[config.mk]
export PLATFORM = sky130hd
export DESIGN_NAME = sprite_attr_writer
export DESIGN_NICKNAME = d
export VERILOG_FILES = /design/src/rtl/sprite_attr_writer_pkg.sv /design/src/rtl/sprite_attr_writer_sync_fifo.sv /design/src/rtl/sprite_attr_writer.sv
export SDC_FILE = /design/constraint.sdc
export NUM_CORES = 1
export LEC_CHECK = 0
export CORE_UTILIZATION = 35
export CTS_CLUSTER_SIZE = 24
export DETAILED_ROUTE_END_ITERATION = 6
export PLACE_DENSITY_LB_ADDON = 0.2
export SLEW_MARGIN = 20
export SYNTH_ARGS = -nofsm -noshare
export SYNTH_HDL_FRONTEND = slang
export SYNTH_SLANG_ARGS = --single-unit
[constraint.sdc]
create_clock -name clock -period 3.5 [get_ports clock]
set_input_delay 0.7 -clock clock [delete_from_list [all_inputs] [get_ports clock]]
set_output_delay 0.7 -clock clock [all_outputs]
set_load 0.01 [all_outputs]
[src/rtl/sprite_attr_writer_pkg.sv]
// rtl/sprite_attr_writer_pkg.sv - shared constants and types for the sprite attribute writer
package sprite_attr_writer_pkg;

  localparam logic [10:0] SPRITE_BASE = 11'h001;
  localparam int          FIFO_DEPTH  = 8;
  localparam int          NUM_SPRITES = 8;
  localparam int          NUM_REGS    = 4;
  localparam int          TABLE_WORDS = NUM_SPRITES * NUM_REGS;
  localparam int          DATA_W      = 16;
  localparam int          ENTRY_W     = 5 + DATA_W;

  localparam logic [1:0] REG_X    = 2'd0;
  localparam logic [1:0] REG_Y    = 2'd1;
  localparam logic [1:0] REG_TILE = 2'd2;
  localparam logic [1:0] REG_CTRL = 2'd3;

  typedef enum logic {
    ST_IDLE  = 1'b0,
    ST_DRAIN = 1'b1
  } drain_state_e;

  // addr is {sprite, reg}, which is also the flat table index.
  typedef struct packed {
    logic [4:0]        addr;
    logic [DATA_W-1:0] data;
  } fifo_entry_t;

  function automatic logic is_sprite_addr(input logic [15:0] addr);
    return addr[15:5] == SPRITE_BASE;
  endfunction

endpackage

[src/rtl/sprite_attr_writer_sync_fifo.sv]
// rtl/sprite_attr_writer_sync_fifo.sv - synchronous FIFO holding sprite writes until vblank
// Show-ahead read: pop_data is the head entry whenever empty is low.
module sync_fifo
  import sprite_attr_writer_pkg::*;
#(
  parameter  int WIDTH = ENTRY_W,
  parameter  int DEPTH = FIFO_DEPTH,
  localparam int PTR_W = $clog2(DEPTH),
  localparam int CNT_W = $clog2(DEPTH + 1)
) (
  input  logic             clock,
  input  logic             reset,
  input  logic             push,
  input  logic [WIDTH-1:0] push_data,
  input  logic             pop,
  output logic [WIDTH-1:0] pop_data,
  output logic             full,
  output logic             empty,
  output logic [CNT_W-1:0] count
);

  logic [WIDTH-1:0] mem_q [DEPTH];
  logic [WIDTH-1:0] mem_d [DEPTH];
  logic [PTR_W-1:0] wr_ptr_q, wr_ptr_d;
  logic [PTR_W-1:0] rd_ptr_q, rd_ptr_d;
  logic [CNT_W-1:0] count_q, count_d;
  logic             push_ok;
  logic             pop_ok;

  function automatic logic [PTR_W-1:0] ptr_inc(input logic [PTR_W-1:0] p);
    return (p == PTR_W'(DEPTH - 1)) ? '0 : p + PTR_W'(1);
  endfunction

  assign full     = (count_q == CNT_W'(DEPTH));
  assign empty    = (count_q == '0);
  assign count    = count_q;
  assign pop_data = mem_q[rd_ptr_q];
  assign pop_ok   = pop && !empty;
  // A pop frees the head slot, so a push into a full FIFO can take it in the same cycle.
  assign push_ok  = push && (!full || pop_ok);

  always_comb begin
    mem_d    = mem_q;
    wr_ptr_d = wr_ptr_q;
    rd_ptr_d = rd_ptr_q;
    if (push_ok) begin
      mem_d[wr_ptr_q] = push_data;
      wr_ptr_d        = ptr_inc(wr_ptr_q);
    end
    if (pop_ok) begin
      rd_ptr_d = ptr_inc(rd_ptr_q);
    end
    count_d = count_q + CNT_W'(push_ok) - CNT_W'(pop_ok);
  end

  always_ff @(posedge clock) begin
    if (reset) begin
      for (int i = 0; i < DEPTH; i++) begin
        mem_q[i] <= '0;
      end
      wr_ptr_q <= '0;
      rd_ptr_q <= '0;
      count_q  <= '0;
    end else begin
      mem_q    <= mem_d;
      wr_ptr_q <= wr_ptr_d;
      rd_ptr_q <= rd_ptr_d;
      count_q  <= count_d;
    end
  end

endmodule

[src/rtl/sprite_attr_writer.sv]
// rtl/sprite_attr_writer.sv - queues stack-machine sprite writes and applies them to the attribute table during vblank
// The table is only modified while vblank is high so the renderer never sees a half-updated sprite.
module sprite_attr_writer
  import sprite_attr_writer_pkg::*;
(
  input  logic        clock,
  input  logic        reset,
  input  logic        write,
  input  logic [15:0] wr_addr,
  input  logic [15:0] wr_data,
  input  logic        vblank,
  input  logic [2:0]  rd_sprite,
  output logic [15:0] rd_x,
  output logic [15:0] rd_y,
  output logic [15:0] rd_tile,
  output logic [15:0] rd_ctrl,
  output logic [3:0]  pending,
  output logic        full,
  output logic        overflow
);

  drain_state_e state_q, state_d;
  logic         overflow_q, overflow_d;
  logic [15:0]  attr_q [TABLE_WORDS];
  logic [15:0]  attr_d [TABLE_WORDS];
  logic [15:0]  rd_x_q, rd_x_d;
  logic [15:0]  rd_y_q, rd_y_d;
  logic [15:0]  rd_tile_q, rd_tile_d;
  logic [15:0]  rd_ctrl_q, rd_ctrl_d;

  logic         sprite_wr;
  logic         pop;
  logic         push_ok;
  logic         fifo_full;
  logic         fifo_empty;
  logic [3:0]   fifo_count;
  fifo_entry_t  head;

  assign sprite_wr = write && is_sprite_addr(wr_addr);
  assign pop       = (state_q == ST_DRAIN) && vblank && !fifo_empty;
  assign push_ok   = sprite_wr && (!fifo_full || pop);

  sync_fifo #(
    .WIDTH (ENTRY_W),
    .DEPTH (FIFO_DEPTH)
  ) u_fifo (
    .clock     (clock),
    .reset     (reset),
    .push      (sprite_wr),
    .push_data ({wr_addr[4:0], wr_data}),
    .pop       (pop),
    .pop_data  (head),
    .full      (fifo_full),
    .empty     (fifo_empty),
    .count     (fifo_count)
  );

  always_comb begin
    state_d = state_q;
    case (state_q)
      ST_IDLE: begin
        if (vblank && !fifo_empty) begin
          state_d = ST_DRAIN;
        end
      end
      ST_DRAIN: begin
        // Leave as soon as vblank ends or the pop just taken empties the queue.
        if (!vblank || fifo_empty || (pop && !push_ok && fifo_count == 4'd1)) begin
          state_d = ST_IDLE;
        end
      end
      default: state_d = ST_IDLE;
    endcase
  end

  always_comb begin
    overflow_d = overflow_q | (sprite_wr & fifo_full & ~pop);
    attr_d     = attr_q;
    if (pop) begin
      attr_d[head.addr] = head.data;
    end
    // Read from the registered table so a same-edge write is seen one cycle later.
    rd_x_d    = attr_q[{rd_sprite, REG_X}];
    rd_y_d    = attr_q[{rd_sprite, REG_Y}];
    rd_tile_d = attr_q[{rd_sprite, REG_TILE}];
    rd_ctrl_d = attr_q[{rd_sprite, REG_CTRL}];
  end

  always_ff @(posedge clock) begin
    if (reset) begin
      state_q    <= ST_IDLE;
      overflow_q <= 1'b0;
      for (int i = 0; i < TABLE_WORDS; i++) begin
        attr_q[i] <= '0;
      end
      rd_x_q    <= '0;
      rd_y_q    <= '0;
      rd_tile_q <= '0;
      rd_ctrl_q <= '0;
    end else begin
      state_q    <= state_d;
      overflow_q <= overflow_d;
      attr_q     <= attr_d;
      rd_x_q     <= rd_x_d;
      rd_y_q     <= rd_y_d;
      rd_tile_q  <= rd_tile_d;
      rd_ctrl_q  <= rd_ctrl_d;
    end
  end

  assign rd_x     = rd_x_q;
  assign rd_y     = rd_y_q;
  assign rd_tile  = rd_tile_q;
  assign rd_ctrl  = rd_ctrl_q;
  assign pending  = fifo_count;
  assign full     = fifo_full;
  assign overflow = overflow_q;

endmodule

Word level (Yosys, flattened, before mapping)
Cells that the tools add are included.
{"block": "word_totals", "ff_bits": 756, "elab_cells": 125}
{"block": "op_classes", "n_addsub": 4, "order_cmp": 9, "n_eq_ne": 5, "n_mux": 26, "bitwise": 12, "reduce_logical": 20}
{"cell": "bitwise mux 512 bit", "n": 1}
{"cell": "binary-select mux 16 bit (select 5 bit)", "n": 4}
{"cell": "bitwise mux 168 bit", "n": 1}
{"cell": "2-to-1 mux 16 bit", "n": 9}
{"cell": "demux 16 bit (select 5 bit)", "n": 1}
{"cell": "binary-select mux 21 bit (select 3 bit)", "n": 1}
{"cell": "demux 21 bit (select 3 bit)", "n": 1}
{"cell": "2-to-1 mux 21 bit", "n": 3}
{"cell": "greater-or-equal comparator 6 bit, second input constant", "n": 5}
{"cell": "NOT 5 -> 6 bit", "n": 5}
{"cell": "== test 11 x 1 -> 1 bit, second input constant", "n": 1}
{"cell": "logical AND 1 bit", "n": 11}
{"cell": "greater-or-equal comparator 4 bit, second input constant", "n": 2}
{"cell": "NOT 3 -> 4 bit", "n": 2}
{"cell": "adder 3 x 1 -> 3 bit, second input constant", "n": 2}
{"cell": "== test 3 bit, second input constant", "n": 2}
{"cell": "< comparator 6 x 1 -> 1 bit, second input constant", "n": 1}
{"cell": "2-to-1 mux 3 bit", "n": 2}
{"cell": "adder 4 x 1 -> 4 bit", "n": 1}
{"cell": "== test 4 x 1 -> 1 bit, second input constant", "n": 1}
{"cell": "== test 4 bit, second input constant", "n": 1}
{"cell": "zero test 1 bit", "n": 4}
{"cell": "zero test 4 bit", "n": 1}
{"cell": "logical OR 1 bit", "n": 4}
{"cell": "other kinds (7)", "n": 10}

Longest topological paths before layout
{"block": "logic_depth", "depth_word": 11, "ltp_mapped": 12, "depth_no_buf": 12}

Hierarchy
From an unflattened synthesis, not the netlist that was laid out.
{"block": "unflattened", "cells_unflattened": 2863, "area_unflattened_um2": 34083.9}
{"module": "sprite_attr_writer", "instances": 1, "cells_per_inst": 2120, "area_each_um2": 25500.7, "seq_area_each_um2": 11571.1}
{"module": "sync_fifo", "instances": 1, "cells_per_inst": 743, "area_each_um2": 8583.2, "seq_area_each_um2": 3563.4}

Worst setup path after synthesis
Ideal clock, no wire load.
{"block": "synth_path", "kind": "input to register", "startpoint": "input vblank", "endpoint": "register attr_q[357] (netlist bit)", "arrival_ns": 2.599, "required_time_ns": 3.428, "path_slack_ns": 0.829, "stages": 7, "path_cell_list": "nand2_1 o21bai_1 or4_1 buf_4 nor4_4 buf_6 mux2i_1"}
{"block": "synth_via", "elab_chain_cells": 2}
{"element": "start, declared", "line_no": "sprite_attr_writer.sv:11", "source": "input logic vblank,"}
{"element": "logical AND 1 bit (2 in series)", "line_no": "sprite_attr_writer.sv:40", "source": "assign pop = (state_q == ST_DRAIN) && vblank && !fifo_empty;"}
{"element": "end signal, assigned", "line_no": "sprite_attr_writer.sv:103", "source": "attr_q <= attr_d;"}
{"element": "end, declared", "line_no": "sprite_attr_writer.sv:24", "source": "logic [15:0] attr_q [TABLE_WORDS];"}
No other way between the ends.
A chain may end at the register's enable or synchronous reset.

Worst setup path after layout
{"block": "layout_path", "startpoint": "register u_fifo.count_q[2], in the netlist u_fifo.count[2]", "endpoint": "output full"}
{"block": "layout_via", "elab_chain_cells": 1}
{"element": "start, declared", "line_no": "sprite_attr_writer_sync_fifo.sv:26", "source": "logic [CNT_W-1:0] count_q, count_d;"}
{"element": "start signal, assigned", "line_no": "sprite_attr_writer_sync_fifo.sv:68", "source": "count_q <= count_d;"}
{"element": "== test 4 bit", "line_no": "sprite_attr_writer_sync_fifo.sv:34", "source": "assign full = (count_q == CNT_W'(DEPTH));"}
{"element": "end, declared", "line_no": "sprite_attr_writer.sv:18", "source": "output logic full,"}
No other way between the ends.

==> key figures <==
Critical path
  – Req. time, crit path: 2800 ps
  – Crit path DAT: approximately 2300 ps
  – Worst setup SP type: flop
  – Setup crit end kind: output port
  – Largest fanout on the critical path: 4
  – Setup Crit Path Kind: reg -> out

Route
  – Wire length per cell: about 20 um
  – Vias per cell: approximately 5.1
  – DRT Pass-1 Iters: 5
  – Via count: roughly 22000
  – Detail Route Antenna Nets: 0
  – Routed WL: slightly below 90000 um
  – DRC: 0
  – DR iter-0 viols: ~1500

Die
  – Std cell rows: about 110
  – Core box area: roughly 94000 um^2
  – Die ar.: 96100 um^2
  – Die height: slightly above 300 um
  – Ports: approximately 110
  – Die Wd: just over 300 um
  – Initial Util: a little over a third

Clocking
  – CTS buffer count: 85
  – Clock root cell: clkbuf_16
  – Gates resized, CTS repair: 0
  – CTS tree: done
  – Later-pin clock latency in the skew report: around 640 ps
  – Hold Buf Count CTS: 0
  – Clock Pin Slew Worst Setup and Hold Paths: 60 ps
  – CTS Buffer Depth: 3
  – H-tree depth: 3
  – Clock sink count: 756
  – Post-CTS setup buffer count: 0

Synthesis
  – Syn_nets: 3128
  – Post-synth cell types: 56
  – Yosys reg bits: between 700 and 800
  – Top cells by area, synth: dfxtp_1 46%, mux2i_1 18%, mux4_2 11%
  – Asr flop ratio synth: 0%
  – Post-synth top flop: dfxtp_1
  – Yosys warns: 0
  – Post-synth top area cell: dfxtp_1
  – Synth Cell Area: around 33000 um^2
  – Avg Inst Size Synth: 10.8 um^2
  – Post-synth EDFFs: 0
  – Top-area cell type share of the netlist area: a little under half
  – Post-synthesis sequential area ratio: approximately 46%
  – Synthesized instance count: approximately 3100

Cells and area
  – Share of layout cells above drive strength 1: between 10% and 20%
  – Fin cells: approximately 4400
  – Filler cells: just under 9000
  – Post-layout util: 41.4%
  – Final #Nets: 3121
  – Most frequent cells in the layout: 753 x dfxtp_1, 592 x mux2i_1, 518 x nand2b_1
  – Most common cell after layout, fill and taps aside: dfxtp_1
  – P&R area growth vs syn: 16.6%

Placement
  – Final HPWL DP: between 50000 and 60000 um
  – Placed cells: 4238
  – Placer congestion estimate: 0.733
  – Port buffer count: approximately 110

STA
  – Final period util: ~86%
  – Unrepaired setup endpoints after global routing: no
  – Least-Margin Pin Slew: 1160 ps
  – Setup_tns: 0 ps
  – Min cycle time layout: ~3000 ps
  – Worst Skew: 16.7 ps
  – Worst hold slack: ~450 ps
  – Max-slew headroom: a little under a quarter
  – Final Hold Fails: 0
  – Final Setup Violations: 0
  – Fmax: about 330 MHz
  – Slew Limit Fails: 0

Power
  – Peak VDD IR: 0.313 mV
  – Pleak: 14.6 nW
  – Power Dens Cells: 469 nW/um^2

Flow run
  – Max Cap Viol: 0

Hold path
  – Hold crit path type: reg -> reg

Outcome
  – Status: completed

Global route
  – First-pass GRT wire length: between 100000 and 150000 um
  – Gr ovfl total: 0
  – All-Layer GR Usage: between 10% and 20%
  – Vias in the first global route: between 20000 and 25000
  – Pin count of the biggest net entering global routing: ~190
  – Antenna violations before repair: 4
[flip-flops by register name, summed over array words and instances (netlist names)]
signal / count
overflow: 1
u_fifo.count: 4
rd_tile: 16
u_fifo.rd_ptr_q: 3
rd_x: 16
attr_q: 512
state_q: 1
rd_ctrl: 16
u_fifo.mem_q: 168
rd_y: 16
u_fifo.wr_ptr_q: 3
[through the flow]
step,setup slack (ps),area (um^2),power [mW]
after global routing,349,38700,18.8
after global placement,280,35900,9.29
final,495,38700,18.2
after detailed placement,261,35900,9.30
after CTS,433,38700,18.4
after floorplan,829,33200,9.15
[power by group]
part	switching, mW	internal [mW]	leakage (nW)	total (mW)
registers	0.0000444	8.61	6.09	8.61
clock network	3.65	5.42	1.39	9.07
logic	0.270	0.226	7.16	0.496
[cell usage after synthesis, types with 2 or more instances]
| cell type | instances |
|---|---|
| o21ai_2 | 2 |
| nor3_1 | 7 |
| buf_1 | 24 |
| nand2_1 | 347 |
| nand2b_1 | 518 |
| ha_1 | 10 |
| nor3b_1 | 4 |
| nand4_1 | 2 |
| clkbuf_1 | 203 |
| buf_6 | 13 |
| a21o_1 | 2 |
| mux4_2 | 166 |
| nand4_4 | 12 |
| nand4_2 | 2 |
| buf_4 | 18 |
| nand4b_1 | 2 |
| nand3_1 | 8 |
| inv_1 | 12 |
| nor2b_1 | 8 |
| or2_2 | 16 |
| nor4_4 | 5 |
| mux2i_1 | 592 |
| mux2_2 | 2 |
| a21oi_1 | 177 |
| nor4b_1 | 11 |
| nor2_1 | 74 |
| o22ai_1 | 2 |
| dfxtp_1 | 756 |
| clkbuf_2 | 20 |
| nor4_1 | 3 |
| a211oi_1 | 4 |
| and4_1 | 2 |
| nor4bb_1 | 2 |
| buf_2 | 30 |
[area by class of cell]
| cell class | instances | area, um^2 | share of cell area, % |
|---|---|---|---|
| multi-input cells | 2001 | 16800 | 43.3 |
| well taps | 1254 | 1570 | 4.05 |
| clock inverters | 29 | 358 | 0.924 |
| clock buffers | 124 | 2470 | 6.39 |
| inverters | 12 | 45.0 | 0.116 |
| diodes | 1 | 2.50 | 0.00646 |
| flip-flops and latches | 756 | 15100 | 39.1 |
| repair buffers | 215 | 2390 | 6.17 |
[kinds of logic (layout without fill, tap and decap cells)]
family | Yosys count | count (layout) | synth area share [%]
flops | 756 | 756 | 45.6
mux | 761 | 761 | 29.2
simple gates | 1032 | 1032 | 17.3
buf+inv | 321 | 380 | 4.35
fa+ha+maj | 11 | 11 | 0.437
other cells | 0 | 1 | 0
xor+xnor | 2 | 2 | 0.0527
compound gates | 195 | 195 | 3.14
[final timing paths]
kind	to	depth (start not counted)	slack [ps]	start
max	full	5	490	u_fifo.count[2]$_SDFF_PP0_
min	u_fifo.mem_q[80]$_SDFFE_PP0P_	2	450	u_fifo.mem_q[80]$_SDFFE_PP0P_
max reg2reg	attr_q[103]$_SDFFE_PP0P_	7	500	u_fifo.rd_ptr_q[1]$_SDFFE_PP0P_
min reg2reg	u_fifo.mem_q[80]$_SDFFE_PP0P_	2	450	u_fifo.mem_q[80]$_SDFFE_PP0P_
[worst max-delay path, stage by stage, from the launching register on]
cell,delay (ps)
dfxtp_1,320
inv_1,100
ha_1,150
or3b_2,490
inv_1,80
clkdlybuf4s50_1,530
[metal layers]
layer  vias to the layer above  part of all wire, %  wire length, um  GRT usage, %
met3                       139                  4.4             3890          3.21
li1                      10500                    -                -             -
met5                         -                    0                0             0
met4                         0                  2.5             2210          6.11
met2                       423                   48            43000          31.7
met1                     11100                   45            39800          24.0
Power figures use the tool's default switching activity.
